==> src/rtl/glb_read_arbiter_if.sv <==
// glb_read_arbiter_if: requester-side and GLB-side signals of the GLB read arbiter.
// The slave modport is the arbiter; master is the controllers/SRAM side.
interface glb_read_arbiter_if #(
   parameter int NUM_REQ    = 3,
   parameter int ADDR_WIDTH = 20,
   parameter int DATA_WIDTH = 16
);
   logic [NUM_REQ-1:0]            req;
   logic [NUM_REQ*ADDR_WIDTH-1:0] req_addr;
   logic [NUM_REQ-1:0]            gnt;
   logic                          glb_re;
   logic [ADDR_WIDTH-1:0]         glb_addr;
   logic [DATA_WIDTH-1:0]         glb_rdata;
   logic [DATA_WIDTH-1:0]         rdata;
   logic [NUM_REQ-1:0]            rvalid;
   logic                          busy;

   modport slave (
      input  req, req_addr, glb_rdata,
      output gnt, glb_re, glb_addr, rdata, rvalid, busy
   );

   modport master (
      output req, req_addr, glb_rdata,
      input  gnt, glb_re, glb_addr, rdata, rvalid, busy
   );
endinterface

==> src/rtl/glb_read_arbiter.sv <==
// glb_read_arbiter: round-robin owner of the single GLB read port with a contention-only burst limit.
// Optional per-requester read/stall counters are built when GLB_ARB_PERF_CNT_EN is defined.
module glb_read_arbiter #(
   parameter int NUM_REQ     = 3,
   parameter int ADDR_WIDTH  = 20,
   parameter int DATA_WIDTH  = 16,
   parameter int MAX_BURST   = 8,
   parameter int BURST_WIDTH = 4
) (
   input  logic                     clk,
   input  logic                     reset,
   glb_read_arbiter_if.slave        bus_io
`ifdef GLB_ARB_PERF_CNT_EN
   ,
   output logic [NUM_REQ*32-1:0]    grant_cnt_o,
   output logic [NUM_REQ*32-1:0]    stall_cnt_o
`endif
);
   localparam int IW = (NUM_REQ > 1) ? $clog2(NUM_REQ) : 1;
   localparam logic [BURST_WIDTH-1:0] BURST_LAST = BURST_WIDTH'(MAX_BURST - 1);

   typedef enum logic {IDLE, OWN} state_t;

   state_t                 state_q, state_d;
   logic [NUM_REQ-1:0]     gnt_q, gnt_d, rvalid_q, issue_v;
   logic [BURST_WIDTH-1:0] burst_q, burst_d;
   logic [IW-1:0]          rr_q, rr_d, own;
   logic [ADDR_WIDTH-1:0]  addr_mux;
   logic                   issue, contend;

   // One-hot of the first requester in m strictly after last, wrapping so last itself comes last.
   function automatic logic [NUM_REQ-1:0] rr_pick(input logic [IW-1:0] last, input logic [NUM_REQ-1:0] m);
      int c;
      rr_pick = '0;
      for (int j = NUM_REQ; j >= 1; j--) begin
         c = (int'(last) + j) % NUM_REQ;
         if (m[c]) rr_pick = NUM_REQ'(1) << c;
      end
   endfunction

   assign issue_v = bus_io.req & gnt_q;
   assign issue   = |issue_v;
   assign contend = |(bus_io.req & ~gnt_q);

   always_comb begin
      own      = '0;
      addr_mux = '0;
      for (int i = 0; i < NUM_REQ; i++) begin
         if (gnt_q[i]) own = IW'(i);
         addr_mux |= bus_io.req_addr[i*ADDR_WIDTH +: ADDR_WIDTH] & {ADDR_WIDTH{issue_v[i]}};
      end
   end

   always_comb begin
      gnt_d   = gnt_q;
      burst_d = burst_q;
      rr_d    = rr_q;
      if (state_q == IDLE) begin
         if (|bus_io.req) begin
            gnt_d   = rr_pick(rr_q, bus_io.req);
            burst_d = '0;
         end
      end else if (!issue) begin
         gnt_d   = rr_pick(own, bus_io.req);
         burst_d = '0;
         rr_d    = own;
      end else if (contend && burst_q == BURST_LAST) begin
         gnt_d   = rr_pick(own, bus_io.req & ~gnt_q);
         burst_d = '0;
         rr_d    = own;
      end else begin
         burst_d = (burst_q == BURST_LAST) ? burst_q : burst_q + 1'b1;
      end
      state_d = (|gnt_d) ? OWN : IDLE;
   end

   always_ff @(posedge clk or posedge reset) begin
      if (reset) begin
         state_q  <= IDLE;
         gnt_q    <= '0;
         burst_q  <= '0;
         rr_q     <= '0;
         rvalid_q <= '0;
      end else begin
         state_q  <= state_d;
         gnt_q    <= gnt_d;
         burst_q  <= burst_d;
         rr_q     <= rr_d;
         rvalid_q <= issue_v;
      end
   end

   assign bus_io.gnt      = gnt_q;
   assign bus_io.glb_re   = issue;
   assign bus_io.glb_addr = addr_mux;
   assign bus_io.rdata    = bus_io.glb_rdata;
   assign bus_io.rvalid   = rvalid_q;
   assign bus_io.busy     = |gnt_q;

`ifdef GLB_ARB_PERF_CNT_EN
   logic [NUM_REQ*32-1:0] grant_cnt_q, stall_cnt_q;

   always_ff @(posedge clk or posedge reset) begin
      if (reset) begin
         grant_cnt_q <= '0;
         stall_cnt_q <= '0;
      end else begin
         for (int i = 0; i < NUM_REQ; i++) begin
            if (issue_v[i]) grant_cnt_q[i*32 +: 32] <= grant_cnt_q[i*32 +: 32] + 32'd1;
            if (bus_io.req[i] && !gnt_q[i]) stall_cnt_q[i*32 +: 32] <= stall_cnt_q[i*32 +: 32] + 32'd1;
         end
      end
   end

   assign grant_cnt_o = grant_cnt_q;
   assign stall_cnt_o = stall_cnt_q;
`endif

   a_gnt_onehot: assert property (@(posedge clk) disable iff (reset) $onehot0(gnt_q));
endmodule

==> src/flat_wrapper.sv <==
// flat-port wrapper written by rule: the top's interface ports become plain ports
module glb_read_arbiter_flat 
#(
   parameter int NUM_REQ     = 3,
   parameter int ADDR_WIDTH  = 20,
   parameter int DATA_WIDTH  = 16,
   parameter int MAX_BURST   = 8,
   parameter int BURST_WIDTH = 4
)
  (clk, reset, bus_io_req, bus_io_req_addr, bus_io_glb_rdata, bus_io_gnt, bus_io_glb_re, bus_io_glb_addr, bus_io_rdata, bus_io_rvalid, bus_io_busy);
  glb_read_arbiter_if #(.NUM_REQ(NUM_REQ), .ADDR_WIDTH(ADDR_WIDTH), .DATA_WIDTH(DATA_WIDTH)) bus_io_i ();
  input  logic clk;
  input  logic reset;
  input wire logic [$bits(bus_io_i.req)-1:0] bus_io_req;
  input wire logic [$bits(bus_io_i.req_addr)-1:0] bus_io_req_addr;
  input wire logic [$bits(bus_io_i.glb_rdata)-1:0] bus_io_glb_rdata;
  output wire logic [$bits(bus_io_i.gnt)-1:0] bus_io_gnt;
  output wire logic [$bits(bus_io_i.glb_re)-1:0] bus_io_glb_re;
  output wire logic [$bits(bus_io_i.glb_addr)-1:0] bus_io_glb_addr;
  output wire logic [$bits(bus_io_i.rdata)-1:0] bus_io_rdata;
  output wire logic [$bits(bus_io_i.rvalid)-1:0] bus_io_rvalid;
  output wire logic [$bits(bus_io_i.busy)-1:0] bus_io_busy;
  assign bus_io_i.req = bus_io_req;
  assign bus_io_i.req_addr = bus_io_req_addr;
  assign bus_io_i.glb_rdata = bus_io_glb_rdata;
  assign bus_io_gnt = bus_io_i.gnt;
  assign bus_io_glb_re = bus_io_i.glb_re;
  assign bus_io_glb_addr = bus_io_i.glb_addr;
  assign bus_io_rdata = bus_io_i.rdata;
  assign bus_io_rvalid = bus_io_i.rvalid;
  assign bus_io_busy = bus_io_i.busy;
  glb_read_arbiter #(.NUM_REQ(NUM_REQ), .ADDR_WIDTH(ADDR_WIDTH), .DATA_WIDTH(DATA_WIDTH), .MAX_BURST(MAX_BURST), .BURST_WIDTH(BURST_WIDTH)) u_core (.clk(clk), .reset(reset), .bus_io(bus_io_i));
endmodule
==> config.mk <==
export PLATFORM = sky130hd
export DESIGN_NAME = glb_read_arbiter_flat
export DESIGN_NICKNAME = d
export VERILOG_FILES = /design/src/rtl/glb_read_arbiter_if.sv /design/src/rtl/glb_read_arbiter.sv /design/src/flat_wrapper.sv
export SDC_FILE = /design/constraint.sdc
export NUM_CORES = 1
export LEC_CHECK = 0
export BUFFER_PORTS_ARGS = -buffer_cell sky130_fd_sc_hd__buf_4
export CAP_MARGIN = 20
export CORE_MARGIN = 4
export CORE_UTILIZATION = 34
export DETAILED_ROUTE_END_ITERATION = 12
export PLACE_DENSITY = 0.76
export REMOVE_ABC_BUFFERS = 1
export SYNTH_ARGS = -nofsm -noshare
export SYNTH_HDL_FRONTEND = slang
export SYNTH_SLANG_ARGS = --single-unit
==> constraint.sdc <==
create_clock -name clk -period 2.1 [get_ports clk]
set_clock_uncertainty 0.15 [all_clocks]
set_input_delay 0.42 -clock clk [delete_from_list [all_inputs] [get_ports clk]]
set_output_delay 0.42 -clock clk [all_outputs]
set_load 0.02 [all_outputs]
Word-level counts from Yosys, hierarchy flattened
Index checks and enable logic that the tools add are counted.

storage, ports and cells
  register bits after elaboration = 13
  input port bits = 81

cells by class
  reductions and logical operators = 9
  bitwise gates (word level) = 8
  shift-type cells = 6
  $add $sub $neg = 7
  $lt $le $gt $ge = 6
  equality and inequality tests = 3
  div/mod/pow operators = 6
  mux-type cells = 50

operators with widths
  cell                   number
  $lt 32x4->1 const B    6
  $mod 32x3->32 const B  6
  $shl 1x32->3 const A   6
  $and 20x20->20         3
  $or 20x20->20          2
  $mux 3                 13
  $mux 1                 20
  $mux 4                 5
  $bmux 1 s2             9
  $reduce_or 3->1        5
  $add 2x2->3 const B    4
  $add 2x1->3 const B    2
  $and 3x3->3            2
  $mux 2                 3
  $add 4x1->4 const B    1
  $eq 4x3->1 const B     1
  $ne 4x4->1 const B     1
  $reduce_and 2->1       2
  $not 3->3              1
  $ne 2x1->1 const B     1
  $reduce_bool 2->1      1
  $logic_and 1x1->1      1

Depth between registers and ports, before layout
Gate-level depths: netlist of run 1.

  depth after elaboration = 15
  gate-level depth with buffers = 8

Least setup slack after synthesis of run 1
No wires, ideal clock.

  kind = reg2reg
  from = register u_core.rr_q[0]
  to = register u_core.state_q
  slack = -0.246 ns
  path buffers = 1
  data required time = 1.812 ns
  setup time = 0.138 ns
  data arrival time = 2.058 ns
  stages on the path, launching flop included = 8
  cell sequence = dfrtp_1 -> inv_1 -> ha_1 -> clkbuf_1 -> mux2_2 -> a221o_1 -> a222oi_1 -> nand4b_1

on the way
  longest elaborated chain between the ends = 12
  elaborated cells on any way between the ends = 25

RTL lines
  item                                        line                    source
  start: declaration                          glb_read_arbiter.sv:27  logic [IW-1:0] rr_q, rr_d, own;
  start signal: assignment                    glb_read_arbiter.sv:88  rr_q <= rr_d;
  $add 2x2->3                                 glb_read_arbiter.sv:36  c = (int'(last) + j) % NUM_REQ;
  $mod 32x3->32                               glb_read_arbiter.sv:36
  $bmux 1 s2                                  glb_read_arbiter.sv:37  if (m[c]) rr_pick = NUM_REQ'(1) << c;
  $mux 1 (not written as such) (2 in series)  glb_read_arbiter.sv:37
  $mux 3 (2 in series)                        glb_read_arbiter.sv:37
  $mux 3 *                                    glb_read_arbiter.sv:37
  $mux 3 *                                    glb_read_arbiter.sv:59  if (|bus_io.req) begin
  $mux 3 *                                    glb_read_arbiter.sv:58  if (state_q == IDLE) begin
  $reduce_or 3->1 *                           glb_read_arbiter.sv:74  state_d = (|gnt_d) ? OWN : IDLE;
  $mux 1 *                                    glb_read_arbiter.sv:74
  named net u_core.state_d                    glb_read_arbiter.sv:24  state_t state_q, state_d;
  end signal: assignment                      glb_read_arbiter.sv:85  state_q <= state_d;
  end: declaration                            glb_read_arbiter.sv:24

Mark *: on every way through the listed nets, which the timed path passes. The rest lies on a longest branch. The select of a mux whose other input is x is not followed.
A chain may end at the register's enable or synchronous reset.

Worst setup path after layout of run 1
  from = register u_core.rr_q[1]
  to = register u_core.state_q

Same word-level chain as after synthesis.

==> run summary, run 1 <==
For this design the top-level I/O count stands at 125. The DRC violation count after routing was 0; the maximum fanout count along the critical path was 4. The detailed router placed 1830 vias in this run. For this run, the top clock speed supported by timing is 0.4720 GHz. Data required time at the worst endpoint: 2.06 ns.

The first global-routing pass estimated 7941 microns of wire. The tools report the final hold violation count as 0. Buffers inserted during clock tree synthesis total 3.

The actual slew at the worst max-slew pin is 0.5132 ns, and the fraction of final layout cells with drive strength greater than 1 is 0.4599. VDD sags by at most 0.4318 mV. For the global-route usage over all layers, the log shows 0.1879. After detailed routing, the wire length on met1 is 1838 microns. The routed design has 5125 microns of wire. The routed wire length on met3 came out at 717 microns.

In this run the static leakage power is 1.186 nW. The number of H-tree levels was 1. The quantity of I/O buffers inserted on ports is 92. The shortest period the worst path allows came out at 2.119 ns.

Width of the die: 73.20 microns. Summing every instance area after synthesis gives 1445 sq um. The critical path in this run is classified as register to register. The finished layout holds 337 standard cells, fillers aside. The share of the synthesized area in the top cell type works out to 0.2251.

The async set or reset register ratio after synthesis works out to 1.000. Setup repair after global routing could not meet its margin everywhere. The most frequently used flop master after synthesis was sky130_fd_sc_hd__dfrtp_1. The arrival time of the worst setup path is 2.08 ns. The later pin in the worst-skew pair is clocked with a latency of 0.24 ns. The tools report the sequential fraction of the synthesis area as 0.2251. The routed wire length on met2 was 2513 microns; the pre-CTS setup slack was -0.08327 ns. The worst hold path belongs to the class input port to asynchronous set/reset pin. After clock tree synthesis, the flow added hold-fix buffers numbering 0. The count of nets left with antenna violations once routing finished came out at 0.

The final critical-path setup slack is -0.01879 ns, and the total power per unit cell area is 1138 nW/um^2. The core region is 4058 sq um. After synthesis, the cell types taking the most area are sky130_fd_sc_hd__dfrtp_1 23%, sky130_fd_sc_hd__nand2_1 14%, sky130_fd_sc_hd__a22oi_1 10%.

Clock tree synthesis selected as its root buffer the cell sky130_fd_sc_hd__clkbuf_8. The tools report the standard-cell row count as 23. The initial antenna violation count is 0, and the growth of design area from synthesis to finish is 59.74%. The floorplan step set the die height to 73.20 microns. The run finished, with violations left. The number of max-cap violations came out at 0. In the final design database the tool counted 374 nets. The final non-filler cell area came out at 2308 sq um. The number of different library cells used by synthesis comes to 42.

The tree built by TritonCTS fans out to 13 sinks. The startpoint class of the critical path was a register. The number of pins with negative max-slew slack in the final report is 0, and the cell area after placement is 2142 sq um. The detailed-placement wirelength estimate is 3952 microns. STA classifies the critical path endpoint as a register. The number of warnings issued by yosys came out at 0. The global route total overflow is 0. The number of buffers on the longest clock path was 2; the count of final setup violators was 1.

The antenna diode count came out at 0. The dominant cell by count in the synthesized netlist was sky130_fd_sc_hd__nand2_1. After detailed routing, the average wire length per cell comes to 15.21 microns. Sorting the synthesized cells by how often they occur yields 53 x sky130_fd_sc_hd__nand2_1, 20 x sky130_fd_sc_hd__a22oi_1, 17 x sky130_fd_sc_hd__buf_4. Yosys mapped a number of flops with a built-in enable equal to 0. The mean instance size in the synthesized netlist came out at 7.154 sq um. Signal routing reaches up to met4. For the global placement routability congestion, the log shows 0.9273. The per-cell via count in the routed design works out to 5.430. The final reports fail on negative setup slack.

The first routing iteration left 200 violations. The initial standard-cell utilization of the core is 0.3562, and the register clock-pin slew on the reported worst setup and hold paths is 0.06 ns. TritonCTS built the clock tree. The number of global-route vias before repair was 1798; the area of the die was 5358 sq um. The synthesized design spends more area on one cell type than any other, namely sky130_fd_sc_hd__dfrtp_1. For the number of instances in the synthesized netlist, the log shows 202.

For the first-pass detailed-route iteration total, the log shows 4. The pin count of the biggest net entering global routing was 24; the relative slew slack was 0.6543. The part of the cycle the worst path needs was 1.009. Fill cells in the final layout number 362. The tightest hold path in the finished design has a slack of 0.05150 ns. The tools report the overall power consumption as 2.626 mW.

The total of flip-flops plus latches after synthesis was 13. The tools report the count of placed standard cells including taps as 329.
## metrics by stage
| step | TNS (ns) | util |
|---|---|---|
| 2_1_floorplan | -1.882 | - |
| 3_3_place_gp | -0.04152 | 0.5279 |
| 3_5_place_dp | -0.1124 | 0.5279 |
| 4_1_cts | -0.04104 | 0.5535 |
| 5_1_grt | -0.2626 | 0.5689 |
| 6_report | -0.01879 | 0.5689 |
## worst max-delay path, cell delays in order (launching register included)
cell                       delay, ns
sky130_fd_sc_hd__dfrtp_2        0.46
sky130_fd_sc_hd__ha_4           0.29
sky130_fd_sc_hd__mux2_4         0.30
sky130_fd_sc_hd__a221o_1        0.32
sky130_fd_sc_hd__a222oi_1       0.35
sky130_fd_sc_hd__nand4b_1       0.14
## cell type report
class	count	area (sq um)	share of cell area
Multi-Input combinational cell	147	959.7	0.4157
Timing Repair Buffer	111	865.8	0.3751
Sequential cell	13	329.1	0.1425
Tap cell	50	62.56	0.02710
Inverter	12	45.04	0.01951
Clock buffer	3	41.29	0.01789
Clock inverter	1	5.005	0.002168
## kinds of logic after synthesis
| family | count (synthesis) | share of synthesized area |
|---|---|---|
| AO/OA/AOI/OAI | 55 | 0.2710 |
| adder cells (fa/ha/maj) | 5 | 0.04329 |
| buffers and inverters | 42 | 0.1654 |
| flip-flops | 13 | 0.2251 |
| multiplexers | 5 | 0.03550 |
| AND/OR/NAND/NOR | 82 | 0.2598 |
## flip-flops by register name, indices dropped and copies added, names as in the netlist
signal and flops:
u_core.bus_io.gnt 3, u_core.burst_q 4, u_core.state_q 1, u_core.rr_q 2, u_core.bus_io.rvalid 3
## placed cells by master, fill, tap and decap left out, types with 4 or more instances in the layout
cell and count:
sky130_fd_sc_hd__nand2_1 53, sky130_fd_sc_hd__o21ai_0 11, sky130_fd_sc_hd__nand3b_1 4, sky130_fd_sc_hd__buf_4 107, sky130_fd_sc_hd__a22oi_1 19, sky130_fd_sc_hd__inv_1 9
sky130_fd_sc_hd__dfrtp_1 10, sky130_fd_sc_hd__ha_4 4, sky130_fd_sc_hd__o21a_1 4, sky130_fd_sc_hd__nor2_1 4
## per-layer routing
layer	global-route usage	up-vias
li1	-	867
met1	0.2114	820
met2	0.3088	135
met3	0.09642	8
met4	0.04918	0
met5	0.03030	-
## where the power goes
part	internal, mW	switching [mW]	total, mW
sequential	0.339	0.107	0.446
combinational	0.946	1.00	1.95
clock	0.131	0.101	0.232
## worst paths after layout
path	start	end	slack, ns	cells after the start
max reg2reg	u_core.rr_q[1]	u_core.state_q	-0.02	5
min in group clk	u_core.burst_q[3]	u_core.burst_q[3]	0.35	1
max in group asynchronous	reset	u_core.rr_q[1]	1.38	2
min	reset	u_core.burst_q[0]	0.05	2
min reg2reg	u_core.burst_q[3]	u_core.burst_q[3]	0.35	1
max	u_core.rr_q[1]	u_core.state_q	-0.02	5
## repair_timing
| action | 4_1_cts | 5_1_grt |
|---|---|---|
| setup endpoints to repair | 4 | 23 |
| pin swaps | 6 | 4 |
| resized for setup | 10 | 13 |
| buffers inserted | 2 | 2 |
No activity file was read; power rests on OpenSTA's default activity.
==> run 2: changes to the inputs <==
--- a/config.mk
+++ b/config.mk
@@ -8,9 +8,9 @@
 export BUFFER_PORTS_ARGS = -buffer_cell sky130_fd_sc_hd__buf_4
 export CAP_MARGIN = 20
 export CORE_MARGIN = 4
-export CORE_UTILIZATION = 34
+export CORE_UTILIZATION = 35
 export DETAILED_ROUTE_END_ITERATION = 12
-export PLACE_DENSITY = 0.76
+export PLACE_DENSITY = 0.78
 export REMOVE_ABC_BUFFERS = 1
 export SYNTH_ARGS = -nofsm -noshare
 export SYNTH_HDL_FRONTEND = slang
==> run 2 against run 1 <==
Net effect:
- the run still ends with negative setup slack left
- via count down 2.4%
- clock power down 5%
- first-iteration DRC count down 54%
- worst hold slack worse by 0.0023 ns
- cell area down 0.22%
- power down 1.8%
- non-clock buffer count down 1
- critical path type unchanged
- critical endpoint is now u_core.bus_io.gnt[2]
- largest cell class unchanged
==> run summary, run 2 (synthesized netlist as in run 1, its figures left out) <==
The actual slew at the worst max-slew pin was 0.5278 ns; the number of buffers on the longest clock path was 2. The number of cells on the worst reg-to-reg path is 8. The run gives 373 as the net total in the final layout. Worst path buffer plus inverter count: 4.

Width of the die: 72.26 microns. Number of max-cap violations: 0. The cell family with the largest share of critical-path delay is compound AO/OA/AOI/OAI gates. In this run the static leakage power is 1.182 nW. For the layout filler cell count, the log shows 366.

The quantity of I/O buffers inserted on ports is 92. The tools report the first-pass detailed-route iteration total as 4. The die covers 5221 sq um. The worst setup path is of the register to register kind. The count of nets left with antenna violations after detail routing was 0; the global placement routability congestion was 0.9171.

The part of the cycle the worst path needs works out to 1.097. Summing all multi-input logic gate instances after layout gives 957.2 sq um. The maximum fanout count along the critical path is 2, and the total power per unit cell area is 1120 nW/um^2.

The fraction of final layout cells with drive strength greater than 1 was 0.4580; the count of hold-fix buffers inserted at cts was 0. Initial standard-cell utilization of the core: 0.3613. Final critical-path setup slack: -0.2047 ns.

TritonCTS built the clock tree. Maximum cell stage delay along the critical path: 0.41 ns. STA classifies the critical path endpoint as a register. The global route total overflow was 0; the number of clock buffers inserted by TritonCTS was 3.

The die height came out at 72.26 microns. The run gives 2303 sq um as the final non-filler cell area. The root buffer cell was sky130_fd_sc_hd__clkbuf_8.

The run gives 0 as the DRC violation count after routing. STA classifies the critical path startpoint as a register. The run gives 1786 as the routed via count. The average detailed-routed wire length per instance was 14.74 microns; the post-route core utilization was 0.5759. The path class of the tightest hold or removal check is input port to asynchronous set/reset pin. In this run the core area contains 23 standard-cell rows. After clock tree synthesis, the clock-pin slew on the worst setup and hold paths is 0.06 ns. Among all stages on the critical path, the largest delay is contributed by sky130_fd_sc_hd__a222oi_1. Leaving out fill and tap cells, the most frequent cells in the layout are 107 x sky130_fd_sc_hd__buf_4, 53 x sky130_fd_sc_hd__nand2_1, 17 x sky130_fd_sc_hd__a22oi_1.

The clock latency reported for the late side of the worst-skew pair was 0.24 ns; the total detailed-routing wirelength was 4953 microns. The most numerous cell type found on the critical path is sky130_fd_sc_hd__buf_4. The flow ran to the end, but the final reports show violations. Initial antenna violation count: 0. Leaving out fill and tap cells, the most frequent cell in the layout is sky130_fd_sc_hd__buf_4.

The number of pins with negative max-slew slack in the final report is 0, and the achievable frequency is 0.4339 GHz. The maximum resistive drop on vdd is 0.4287 mV, and the arrival time of the worst setup path is 2.30 ns. The count of final setup violators is 2. The run gives 93 as the number of DRC markers after the initial detailed-route iteration.

The clock drives 13 sinks. The growth of design area from synthesis to finish was 59.39%. Summed over all nets, the half-perimeter wirelength after detailed placement is 3945 microns. The repair_antennas step left the layout with diodes totalling 0.

Setup repair after global routing could not meet its margin everywhere. The critical path goes through buf_4 > inv_2 > ha_4 > mux2_4 > a221o_1 > a222oi_1 > buf_4 > inv_1. After detailed routing, the number of vias per cell comes to 5.315.

The final hold violation count was 0; the shortest period the worst path allows was 2.305 ns. The final reports fail on negative setup slack. The first global-routing pass estimated 7810 microns of wire. In this run the critical register-to-register path is launched from u_core.rr_q[0]. The core footprint is 4000 sq um. For the global-route usage over all layers, the log shows 0.1846. The data required time at the worst endpoint is 2.09 ns, and the minimum setup slack among reg-to-reg paths is -0.20 ns.

Entering global routing, the biggest net connects 23 pins. For the sequential cell area, the log shows 329.1 sq um. The tools report the number of H-tree levels as 1. The register with the most flip-flops in the layout has 4 of them. The relative slew slack came out at 0.6444. The cell area after placement is 2132 sq um. The capture instance of the worst register-to-register path is u_core.bus_io.gnt[2]. The register with the most flip-flops in the final layout is u_core.burst_q.

The top-level I/O count is 125, and the number of global-route vias before repair is 1819.
## run 2: how the worst max path moves through the flow
stage / startpoint / endpoint / depth (start not counted)
after global routing: u_core.rr_q[0] / u_core.bus_io.gnt[2] / 9
final: u_core.rr_q[0] / u_core.bus_io.gnt[2] / 8
after detailed placement: u_core.rr_q[0] / u_core.state_q / 7
after floorplan: u_core.rr_q[0] / u_core.state_q / 6
after global placement: u_core.rr_q[1] / u_core.state_q / 6
after CTS: u_core.rr_q[1] / u_core.state_q / 5
## run 2: repair_timing
action,CTS,global route
buffers inserted,2,4
setup endpoints to repair,3,23
resized for setup,10,10
pin swaps,5,4
## run 2: final cells by class
class / count / area share
clock buffers: 3 / 0.01793
repair buffers: 110 / 0.3748
clock inverters: 1 / 0.002173
multi-input cells: 147 / 0.4155
inverters: 12 / 0.01955
well taps: 50 / 0.02716
flip-flops and latches: 13 / 0.1429
## run 2: per-stage QoR
step	hold slack [ns]	std cells	total power [mW]	setup TNS, ns	worst slack (ns)
after floorplan	0.1470	172	1.404	-1.882	-0.1308
after global placement	0.3253	326	2.162	-0.04976	-0.04976
after detailed placement	0.3226	326	2.179	-0.2301	-0.1652
after CTS	0.05860	332	2.491	-0.1116	-0.1116
after global routing	0.09134	336	2.776	-0.5494	-0.2531
final	0.04921	336	2.580	-0.3845	-0.2047
## run 2: power breakdown
group	total, mW	switching [mW]	internal, mW
combinational	1.92	0.977	0.939
clock	0.221	0.0900	0.131
sequential	0.443	0.104	0.340
## run 2: per-layer routing
layer	share of wire	global-route usage
met5	0	0.01010
met1	0.39	0.2114
met2	0.49	0.3074
met4	0	0.04175
met3	0.12	0.09141
==> run 3: changes to the inputs <==
--- a/config.mk
+++ b/config.mk
@@ -7,11 +7,10 @@
 export LEC_CHECK = 0
 export BUFFER_PORTS_ARGS = -buffer_cell sky130_fd_sc_hd__buf_4
 export CAP_MARGIN = 20
-export CORE_MARGIN = 4
+export CORE_MARGIN = 2
 export CORE_UTILIZATION = 35
 export DETAILED_ROUTE_END_ITERATION = 12
 export PLACE_DENSITY = 0.78
-export REMOVE_ABC_BUFFERS = 1
 export SYNTH_ARGS = -nofsm -noshare
 export SYNTH_HDL_FRONTEND = slang
 export SYNTH_SLANG_ARGS = --single-unit
==> run 3 against run 2 <==
Net effect:
- the flow still finishes with violations (negative setup slack)
- first-iteration DRC count grew 91%
- power shrank 4.0%
- clock power is essentially flat
- worst hold slack gained 0.0057 ns
- critical path depth shrank 2
- die area shrank 11%
- critical path type unchanged
==> run summary, run 3 (synthesized netlist as in run 1, its figures left out) <==
The logs give 2 for the count of final setup violators and 0 for the global route total overflow. For this design the static power due to leakage is 1.155 nW. Across the VDD grid, the largest voltage drop is 0.3596 mV. Row generation in the floorplan step produced 23 rows.

The final reports fail on negative setup slack. The initial standard-cell utilization of the core is 0.3613. The detailed-placement wirelength estimate is 3511 microns, and the arrival time of the worst setup path is 2.17 ns. Per-cell via count in the routed design: 5.178. In this run the cell area measured after placement is 2111 sq um. STA classifies the critical path endpoint as a register. The wire length on met1 was 1852 microns; the fraction of final layout cells with drive strength greater than 1 was 0.4184. Leaving out fill and tap cells, the most frequent cell in the layout is sky130_fd_sc_hd__buf_4.

Timing would allow up to 0.4508 GHz. The first global-routing pass estimated 6651 microns of wire. The average detailed-routed wire length per instance is 13.63 microns, and the number of max-cap violations is 0. Clock-pin slew was measured on the worst setup and hold paths at 0.05 ns. The logs give 0.1833 for the global-route usage over all layers and 0.179 for the power share of the sequential group. CTS saw 13 sinks. Once layout is done, the placed cells without fillers occupy 2230 sq um. The switching fraction of total power was 0.4611. The run gives 0.6651 as the relative slew slack. For the worst setup path, the data required time is 2.05 ns. In the detailed route, the total length drawn on met3 is 361 microns. The first TritonRoute pass finished after 5 iterations. For the final hold violation count, the log shows 0.

TritonCTS built the clock tree. Pin placement for this block handled 125 I/O pins. At the end of the flow, the number of nets in the layout was 369.

The register with the highest flop count was u_core.burst_q. Summed over all nets, the switching power comes to 1.142 mW. In the layout the commonest cells are 105 x sky130_fd_sc_hd__buf_4, 53 x sky130_fd_sc_hd__nand2_1, 20 x sky130_fd_sc_hd__a22oi_1. Core footprint: 4000 sq um.

Timing analysis after detailed placement gives a worst setup slack of -0.09968 ns. The net count after synthesis was 288; the maximum cell stage delay along the critical path was 0.46 ns. The startpoint identified for the worst register-to-register timing path is u_core.rr_q[1]. In this run the deepest clock path goes through 2 buffers. CTS placed an instance of sky130_fd_sc_hd__clkbuf_8 at the clock tree root. The run gives 0 as the number of pins with negative max-slew slack in the final report. The die is 68.26 microns wide. 0 antenna diodes ended up in the layout.

The count of hold-fix buffers inserted at cts is 0, and the growth of design area from synthesis to finish is 54.29%. The highest-delay cell along the critical path is sky130_fd_sc_hd__dfrtp_2. In this run the worst path has a maximum fanout of 4.

The initial antenna violation count is 0, and the shortest period the worst path allows is 2.219 ns. The final route contains 1719 vias. The number of DRC markers after the initial detailed-route iteration is 178, and the number of H-tree levels is 1. The logs give 4524 microns for the total detailed-routing wirelength and 3 for the number of clock buffers inserted by TritonCTS.

For the count of nets left with antenna violations after detail routing, the log shows 0. The later pin in the worst-skew pair is clocked with a latency of 0.24 ns. The number of global-route vias before repair was 1518; the total power per unit cell area was 1111 nW/um^2. The final critical-path setup slack was -0.1185 ns; the combinational share of power was 0.731. The highest metal layer with signal wires was met4. In the routed design, unresolved DRC markers number 0. The run gives 4659 sq um as the area of the die.

STA classifies the critical path startpoint as a register. The part of the cycle the worst path needs works out to 1.056. The die height came out at 68.26 microns.

The run finished, with violations left. The most critical setup path has its startpoint at u_core.rr_q[1]. The run gives 2250 microns as the routed wire length on met2.

For the pin count of the biggest net entering global routing, the log shows 23. Setup repair after global routing could not meet its margin everywhere. The startpoint-to-endpoint class of the critical path is register to register. The tools report the relative contribution of the clock network to total power as 0.090. For the pin with the worst max-slew slack, the measured transition is 0.5018 ns. The quantity of I/O buffers inserted on ports was 92. The tightest min-delay check is of the input port to asynchronous set/reset pin type. Cell internal power was estimated by the tool at 1.335 mW. Routability-driven placement finished with a final weighted congestion of 0.9165. The signal on the critical path passes through ha_4 > nand2b_4 > mux2_4 > a221o_1 > a222oi_1 > nand4b_1. The register with the most flip-flops in the layout has 4 of them.
[run 3: cell count changes in the layout (fill, tap and decap cells not counted), sizes merged]
| cell | previous run | this run |
|---|---|---|
| clkinv | 1 | 0 |
| buf | 110 | 106 |
| clkbuf | 3 | 4 |
[run 3: power groups by stage]
stage	combinational [mW]	clock, mW	sequential [mW]
after CTS	1.78	0.230	0.439
final	1.81	0.223	0.443
after global placement	1.70	0	0.426
after detailed placement	1.71	0	0.432
after floorplan	1.11	0	0.437
after global routing	1.97	0.244	0.457
[run 3: path summary, 6_finish.rpt]
path                                        end  slack (ns)  depth (start not counted)
max                              u_core.state_q       -0.12                          6
min                        u_core.bus_io.gnt[0]        0.05                          2
max reg2reg                      u_core.state_q       -0.12                          6
min reg2reg                   u_core.burst_q[3]        0.35                          1
max in group asynchronous        u_core.rr_q[1]        1.38                          2
min in group clk              u_core.burst_q[3]        0.35                          1
[run 3: critical path, delay by kind of cell, from the launching register on]
kind | cells | cell delay, ns
compound gates | 2 | 0.72
flops | 1 | 0.46
simple gates | 2 | 0.29
mux | 1 | 0.27
fa+ha+maj | 1 | 0.19
[run 3: layout make-up]
class	instances	area, sq um
well taps	50	62.56
repair buffers	106	808.3
inverters	12	45.04
clock buffers	4	45.04
fillers	386	1770
multi-input cells	147	942.2
flip-flops and latches	13	326.6
[run 3: what timing repair did]
item	4_1_cts	5_1_grt
setup buffers	0	2
cloned	0	0
gates resized for setup	10	2
pin swaps	2	3
endpoints found under the setup margin	2	20
[run 3: stage by stage]
stage            util  cells  TNS (ns)  total power, mW  hold slack (ns)
3_5_place_dp   0.5277    326   -0.1652            2.140           0.3319
6_report       0.5574    332   -0.1782            2.477          0.05490
4_1_cts        0.5536    330  -0.01366            2.450          0.07612
3_3_place_gp   0.5277    326  -0.04786            2.123           0.3350
5_1_grt        0.5574    332   -0.9886            2.671           0.1070
2_1_floorplan       -    202   -0.1291            1.551           0.1470
[run 3: layer usage]
metal / GRT usage / vias up
li1: - / 850
met5: 0 / -
met3: 0.04112 / 12
met4: 0.05500 / 0
met2: 0.2973 / 93
met1: 0.2415 / 764
